### config.mk
export PLATFORM = sky130hd
export DESIGN_NAME = vga_fb_arbiter
export DESIGN_NICKNAME = d
export VERILOG_FILES = /design/src/rtl/vga_fb_pkg.sv /design/src/rtl/vga_fb_swap_fsm.sv /design/src/rtl/vga_fb_arbiter.sv
export SDC_FILE = /design/constraint.sdc
export NUM_CORES = 1
export LEC_CHECK = 0
export CAP_MARGIN = 40
export CELL_PAD_IN_SITES_DETAIL_PLACEMENT = 0
export CELL_PAD_IN_SITES_GLOBAL_PLACEMENT = 2
export CORE_AREA = 4 4 127 129
export DETAILED_ROUTE_END_ITERATION = 8
export DIE_AREA = 0 0 131 133
export GPL_TIMING_DRIVEN = 0
export HOLD_SLACK_MARGIN = 0.15
export PLACE_DENSITY = 0.86
export SYNTH_ARGS = -nofsm -noshare
export SYNTH_HDL_FRONTEND = slang
export SYNTH_SLANG_ARGS = --single-unit
### constraint.sdc
create_clock -name clk -period 1.5 [get_ports clk]
set_input_delay 0.3 -clock clk [delete_from_list [all_inputs] [get_ports clk]]
set_output_delay 0.3 -clock clk [all_outputs]
set_load 0.005 [all_outputs]
### src/rtl/vga_fb_pkg.sv
// Shared definitions for the VGA framebuffer arbiter slice.
//   - Stored image geometry, upscale factor, per-bank address and pixel widths
//   - Pixel type, background colour and window limits in screen coordinates
//   - Swap state machine encoding
package vga_fb_pkg;

  localparam int IMG_W       = 160;
  localparam int IMG_H       = 120;
  localparam int SCALE_SHIFT = 2;
  localparam int ADDR_W      = 15;
  localparam int DATA_W      = 24;

  typedef logic [DATA_W-1:0] pixel_t;

  localparam pixel_t BG_COLOR = 24'h000000;

  // Image window edges in screen pixels (image size scaled up)
  localparam logic [10:0] H_LIMIT = 11'(IMG_W << SCALE_SHIFT);
  localparam logic [10:0] V_LIMIT = 11'(IMG_H << SCALE_SHIFT);

  typedef enum logic [1:0] {
    IDLE    = 2'd0,
    PENDING = 2'd1,
    SWAP    = 2'd2
  } swap_state_t;

  // Offset of the stored pixel covering screen position (h, v); wraps to ADDR_W bits
  function automatic logic [ADDR_W-1:0] pixel_offset(input logic [10:0] h,
                                                     input logic [10:0] v);
    return ADDR_W'(ADDR_W'(v >> SCALE_SHIFT) * ADDR_W'(IMG_W)
                   + ADDR_W'(h >> SCALE_SHIFT));
  endfunction

endpackage

### src/rtl/vga_fb_swap_fsm.sv
// Double-buffer swap controller.
// A commit request is parked until the next frame start so the displayed bank
// only ever changes between frames.
// Ports:
//   clk, rst_n    pixel clock, async active-low reset
//   swap_req      one-cycle commit request from the host
//   frame_start   one-cycle pulse at the start of each frame
//   state         current state (host writes are only allowed in IDLE)
//   swap_pending  commit requested, not yet applied
//   swap_done     one-cycle pulse in the cycle the new bank is shown
//   front_bank    bank currently displayed
module vga_fb_swap_fsm
  import vga_fb_pkg::*;
(
  input  logic        clk,
  input  logic        rst_n,
  input  logic        swap_req,
  input  logic        frame_start,
  output swap_state_t state,
  output logic        swap_pending,
  output logic        swap_done,
  output logic        front_bank
);

  swap_state_t state_next;

  // front_bank flips on the PENDING->SWAP transition so the SWAP cycle already
  // reads from the new bank while swap_done is high
  always_ff @(posedge clk or negedge rst_n) begin
    if (!rst_n) begin
      state      <= IDLE;
      front_bank <= 1'b0;
    end else begin
      state <= state_next;
      if (state == PENDING && frame_start) begin
        front_bank <= ~front_bank;
      end
    end
  end

  // A frame_start coinciding with the request is not used; the swap waits
  // for the following frame
  always_comb begin
    state_next = state;
    case (state)
      IDLE:    if (swap_req) state_next = PENDING;
      PENDING: if (frame_start) state_next = SWAP;
      SWAP:    state_next = IDLE;
      default: state_next = IDLE;
    endcase
  end

  always_comb begin
    swap_pending = (state == PENDING);
    swap_done    = (state == SWAP);
  end

endmodule

### src/rtl/vga_fb_arbiter.sv
// Arbitrates one single-port pixel RAM between VGA scanout reads (front bank)
// and host writes (back bank), and produces the RGB stream for the output stage.
// Scanout always wins; the host is stalled during image-window pixels and
// while a bank swap is pending.
// Ports:
//   clk, rst_n          pixel clock, async active-low reset
//   de, h_addr, v_addr  timing generator position and active flag
//   frame_start         one-cycle pulse at frame start
//   pix_data, pix_de    RGB pixel and matching de, 3 cycles after the inputs
//   ram_addr/we/wdata   registered RAM command, ram_addr = {bank, offset}
//   ram_rdata           RAM read data, one cycle after ram_addr
//   wr_valid/ready      host write handshake, wr_addr/wr_data payload
//   swap_req            commit the back bank at the next frame start
//   swap_pending, swap_done, front_bank  swap status
module vga_fb_arbiter
  import vga_fb_pkg::*;
(
  input  logic              clk,
  input  logic              rst_n,
  input  logic              de,
  input  logic [10:0]       h_addr,
  input  logic [10:0]       v_addr,
  input  logic              frame_start,
  output logic [DATA_W-1:0] pix_data,
  output logic              pix_de,
  output logic [ADDR_W:0]   ram_addr,
  output logic              ram_we,
  output logic [DATA_W-1:0] ram_wdata,
  input  logic [DATA_W-1:0] ram_rdata,
  input  logic              wr_valid,
  output logic              wr_ready,
  input  logic [ADDR_W-1:0] wr_addr,
  input  logic [DATA_W-1:0] wr_data,
  input  logic              swap_req,
  output logic              swap_pending,
  output logic              swap_done,
  output logic              front_bank
);

  swap_state_t       swap_state;
  logic              rd_slot;
  logic              wr_accept;
  logic [ADDR_W-1:0] rd_offset;
  logic              slot_d1, slot_d2;
  logic              de_d1, de_d2;

  vga_fb_swap_fsm u_swap_fsm (
    .clk          (clk),
    .rst_n        (rst_n),
    .swap_req     (swap_req),
    .frame_start  (frame_start),
    .state        (swap_state),
    .swap_pending (swap_pending),
    .swap_done    (swap_done),
    .front_bank   (front_bank)
  );

  assign rd_slot   = de && (h_addr < H_LIMIT) && (v_addr < V_LIMIT);
  assign rd_offset = pixel_offset(h_addr, v_addr);
  assign wr_ready  = !rd_slot && (swap_state == IDLE);
  assign wr_accept = wr_valid && wr_ready;

  // The write bank is fixed when the write is accepted; since accepts only
  // happen in IDLE, a swap in the next cycle cannot redirect it.
  // ram_addr and ram_wdata hold when the RAM is not used.
  always_ff @(posedge clk or negedge rst_n) begin
    if (!rst_n) begin
      ram_addr  <= '0;
      ram_we    <= 1'b0;
      ram_wdata <= '0;
    end else if (rd_slot) begin
      ram_addr <= {front_bank, rd_offset};
      ram_we   <= 1'b0;
    end else if (wr_accept) begin
      ram_addr  <= {~front_bank, wr_addr};
      ram_we    <= 1'b1;
      ram_wdata <= wr_data;
    end else begin
      ram_we <= 1'b0;
    end
  end

  // Two-stage delay of slot/de lines them up with ram_rdata; the output
  // register adds the third cycle
  always_ff @(posedge clk or negedge rst_n) begin
    if (!rst_n) begin
      slot_d1  <= 1'b0;
      slot_d2  <= 1'b0;
      de_d1    <= 1'b0;
      de_d2    <= 1'b0;
      pix_data <= '0;
      pix_de   <= 1'b0;
    end else begin
      slot_d1 <= rd_slot;
      slot_d2 <= slot_d1;
      de_d1   <= de;
      de_d2   <= de_d1;
      pix_de  <= de_d2;
      if (slot_d2) begin
        pix_data <= ram_rdata;
      end else if (de_d2) begin
        pix_data <= BG_COLOR;
      end else begin
        pix_data <= '0;
      end
    end
  end

endmodule

==> results summary <==
The smallest clock period supported by the final layout is computed as between 1.5 and 2 ns. The final max-slew violation count came out at 0. Setup repair after global routing could not meet its margin everywhere. The number of ports placed on the die boundary is between 150 and 200. The power per cell area came out at roughly 1400 nW/µm². Each instance of the synthesized netlist takes up on average ~13 µm². The global-route total usage across every layer came out at between 10% and 20%. The mean number of vias per cell is 4.25. Clock latency on the worst-skew pair, taken at its later pin, is 0.33 ns. In this run the register-to-register setup slack is -0.08 ns.

The flow ran to the end, but the final reports show violations. The number of enable-type register cells in the synthesized netlist is 0. The width of the chip is 131 µm. On the critical path the largest part of the delay comes from adder cells.

The full die area is about 17,000 µm². The post-route worst setup slack came out at -0.422 ns. CTS placed an instance of sky130_fd_sc_hd__clkbuf_16 at the clock tree root. For the worst setup path, the data arrival time is around 2.2 ns. From synthesis to final layout, the design area changed by 91.5%. The net count of the mapped netlist is 366. The repair_antennas step left the layout with diodes totalling 0. The final layout contains routed wiring with a total length of 10.8 mm. The cell with the most instances after synthesis is sky130_fd_sc_hd__dfrtp_1. Yosys mapped the design onto between 40 and 50 distinct sky130hd cell types.

The worst setup path is launched from an input port. The clock passes through at most 2 buffers. Once the floorplan was initialized, standard cells occupied 21.7% of the core.

The critical path required time came out at 1.72 ns. In the synthesized netlist the dominant register cell turns out to be sky130_fd_sc_hd__dfrtp_1. The count of antenna-violating nets left after detailed routing came out at 0. The number of filler cells placed in the layout came out at between 1k and 1.5k. The clock sink count came out at 73. Among all stages on the critical path, the largest delay is contributed by sky130_fd_sc_hd__fa_2.

The register cell area after layout came out at around 1800 µm². The final reports fail on setup timing. The share of the core filled with cells is between 40% and 50%. The slew at the pin closest to its max-slew limit came out at between 0.3 and 0.4 ns. The final number of hold-violating endpoints is 0. The total number of H-tree levels is 3. The classification of the worst-slack hold path is reg -> reg. The congestion estimate from routability-driven global placement came to approximately 0.74. The area of the core came out at 15,000 µm². The path type of the worst setup path is in -> reg. The maximum ir drop on the vdd rail is between 0.4 and 0.5 mV. The final setup skew is 0.00546 ns. The site row count is 45.

The number of maximum-capacitance violations is 0. For this run, the slowest stage of the critical path takes 0.38 ns. The routed via count came out at about 2.8k. The clock-pin slew reported for the worst setup and hold paths after clock tree synthesis came out at approximately 0.060 ns. Of all nets on the critical path, the largest fanout is 3. The buffer and inverter count on the worst path is 2.

Walking the worst path, the cells encountered are buf_8 > ha_4 > ha_4 > fa_2 > a211oi_2 > buf_4 > o21bai_4 > a21oi_2 > xnor2_2 > xnor2_2 > o21ai_1. The sequential element share of the synthesized area is a little under three fifths. The flip-flop and latch count after synthesis is 73.

The detailed placer's ending HPWL is around 7.5 mm. The overall die height is between 100 and 150 µm. The cell count after synthesis came out at 256.

Port buffering added between 150 and 200 buffers. The number of optimization iterations in the first detailed-route pass came out at 4. For this run, the top clock speed supported by timing is between 500 and 600 MHz. The number of design rule violations left after detail routing is 0. The number of antenna violations at the first check in global routing is 0. The number of nets in the layout came out at 570. The routed length per placed instance came out at roughly 17 µm. The final setup violation count is 33. The share of final-layout standard cells stronger than drive strength 1 is between 30 and 40%.

The maximum number of pins on one net before global-route repair came out at 47. The endpoint class of the critical path is a flip-flop. The violation count after the first detailed-route iteration came out at ~60. TritonCTS built the clock tree. The final critical path takes up 128% of the cycle.

By area the synthesized netlist is led by sky130_fd_sc_hd__dfrtp_1 (56%), sky130_fd_sc_hd__mux2_2 (8.6%), sky130_fd_sc_hd__ha_1 (6.5%). In this run, CTS created clock tree buffers numbering 9. The first-pass GRT wire length came out at about 16 mm. The multi-input combinational cells in the finished layout cover a total of between 1500 and 2000 µm². Sorting the synthesized cells by how often they occur yields sky130_fd_sc_hd__dfrtp_1 (73), sky130_fd_sc_hd__and2_1 (25), sky130_fd_sc_hd__mux2_2 (25), sky130_fd_sc_hd__nand2_1 (20), sky130_fd_sc_hd__ha_1 (17). The synthesized design spends more area on one cell type than any other, namely sky130_fd_sc_hd__dfrtp_1. The top cell type's share of synthesized area is around 56%.

The total power after layout came out at slightly below 0.009 W. The leakage component of the power came out at roughly 3 nW. The total of warnings raised by yosys came out at 0.

The worst slew margin relative to its limit is 74.2%. The number of global-route vias before repair was 2,987. Counting flops with an async set or reset pin after synthesis yields a share of 100%.

The total congestion overflow after global routing is 0. The netlist area before placement came out at ~3300 µm².
## cell usage in the layout (no fill, tap or decap), drive strengths merged, types with 2 or more instances in the layout
master         synthesis  layout
o21bai                 2       2
a21oi                  6       6
nand3                  4       4
and2                  25      25
dlymetal6s2s           0      18
dlygate4sd2            0      36
fa                     2       2
clkdlybuf4s50          0      85
a211oi                 5       5
dfrtp                 73      73
buf                    4      51
clkdlybuf4s15          0       2
inv                    5       8
clkinv                 0       2
nand4                  2       2
mux2                  25      25
ha                    17      17
clkbuf                 3      14
xnor2                  5       5
nand2b                 2       2
xor2                   6       6
a221o                  2       2
a22oi                  8       8
dlygate4sd3            0       2
o21ai                  8       8
nor2                  13      14
mux2i                  3       3
nand2                 20      20
nor2b                  3       3
## final timing paths
check | end | start | cells past startpoint
hold reg to reg | pix_de$_DFF_PN0_ | de_d2$_DFF_PN0_ | 0
max in group asynchronous | pix_de$_DFF_PN0_ | rst_n | 3
setup reg to reg | ram_wdata[19]$_DFFE_PN0P_ | u_swap_fsm.state[0]$_DFFE_PN0P_ | 7
setup / recovery | ram_addr[14]$_DFFE_PN0P_ | v_addr[5] | 11
min in group asynchronous | pix_data[8]$_DFF_PN0_ | rst_n | 2
hold / removal | pix_de$_DFF_PN0_ | de_d2$_DFF_PN0_ | 0
## final cells by class
| cell class | instances | area share [%] |
|---|---|---|
| Multi-Input combinational cell | 172 | 28.9 |
| Clock inverter | 7 | 1.38 |
| Tap cell | 188 | 3.77 |
| Inverter | 5 | 0.421 |
| Buffer | 5 | 1.16 |
| Clock buffer | 9 | 3.61 |
| Timing Repair Buffer | 194 | 31.4 |
| Sequential cell | 73 | 29.3 |
## repair_timing
action	in CTS	in global routing
hold buffers	2	0
buffers inserted	24	8
gates cloned	6	0
endpoints found under the hold margin	28	0
pin swaps	30	26
resized for setup	179	39
setup endpoints to repair	77	59
## flip-flops by register name, indices dropped and copies added (netlist names), 2 cells and up
signal and cells:
u_swap_fsm.state 2, ram_addr 16, ram_wdata 24, pix_data 24
## through the flow
step	hold slack (ns)	TNS, ns	cell area (µm²)	std cells	setup slack [ns]
final	0.352	-3.11	6240	653	-0.422
after global routing	0.364	-5.23	6240	653	-0.505
after CTS	0.355	-4.38	6180	649	-0.443
after detailed placement	0.256	-36.31	5220	601	-1.36
after global placement	0.337	-213.70	5190	600	-2.44
after floorplan	0.00441	-2.45	3400	256	-0.561
## metal layers
layer	GRT usage, %	wire (µm)
met1	14.3	4400
met2	20.9	5410
met3	3.31	729
met4	3.43	233
met5	0	0
## kinds of logic after synthesis
logic type | count (synthesis) | share of synthesized area [%]
flops | 73 | 56.0
xor+xnor | 11 | 2.96
buf+inv | 12 | 2.26
mux | 28 | 9.56
simple gates | 75 | 13.2
compound gates | 38 | 8.22
fa+ha+maj | 19 | 7.75
## power breakdown
group / total [W] / switching [W] / internal [W]
clock network: 0.00221 / 0.000886 / 0.00132
logic: 0.00360 / 0.00134 / 0.00226
registers: 0.00288 / 0.000314 / 0.00257
total: 0.00869 / 0.00254 / 0.00615
Power figures use the tool's default switching activity.
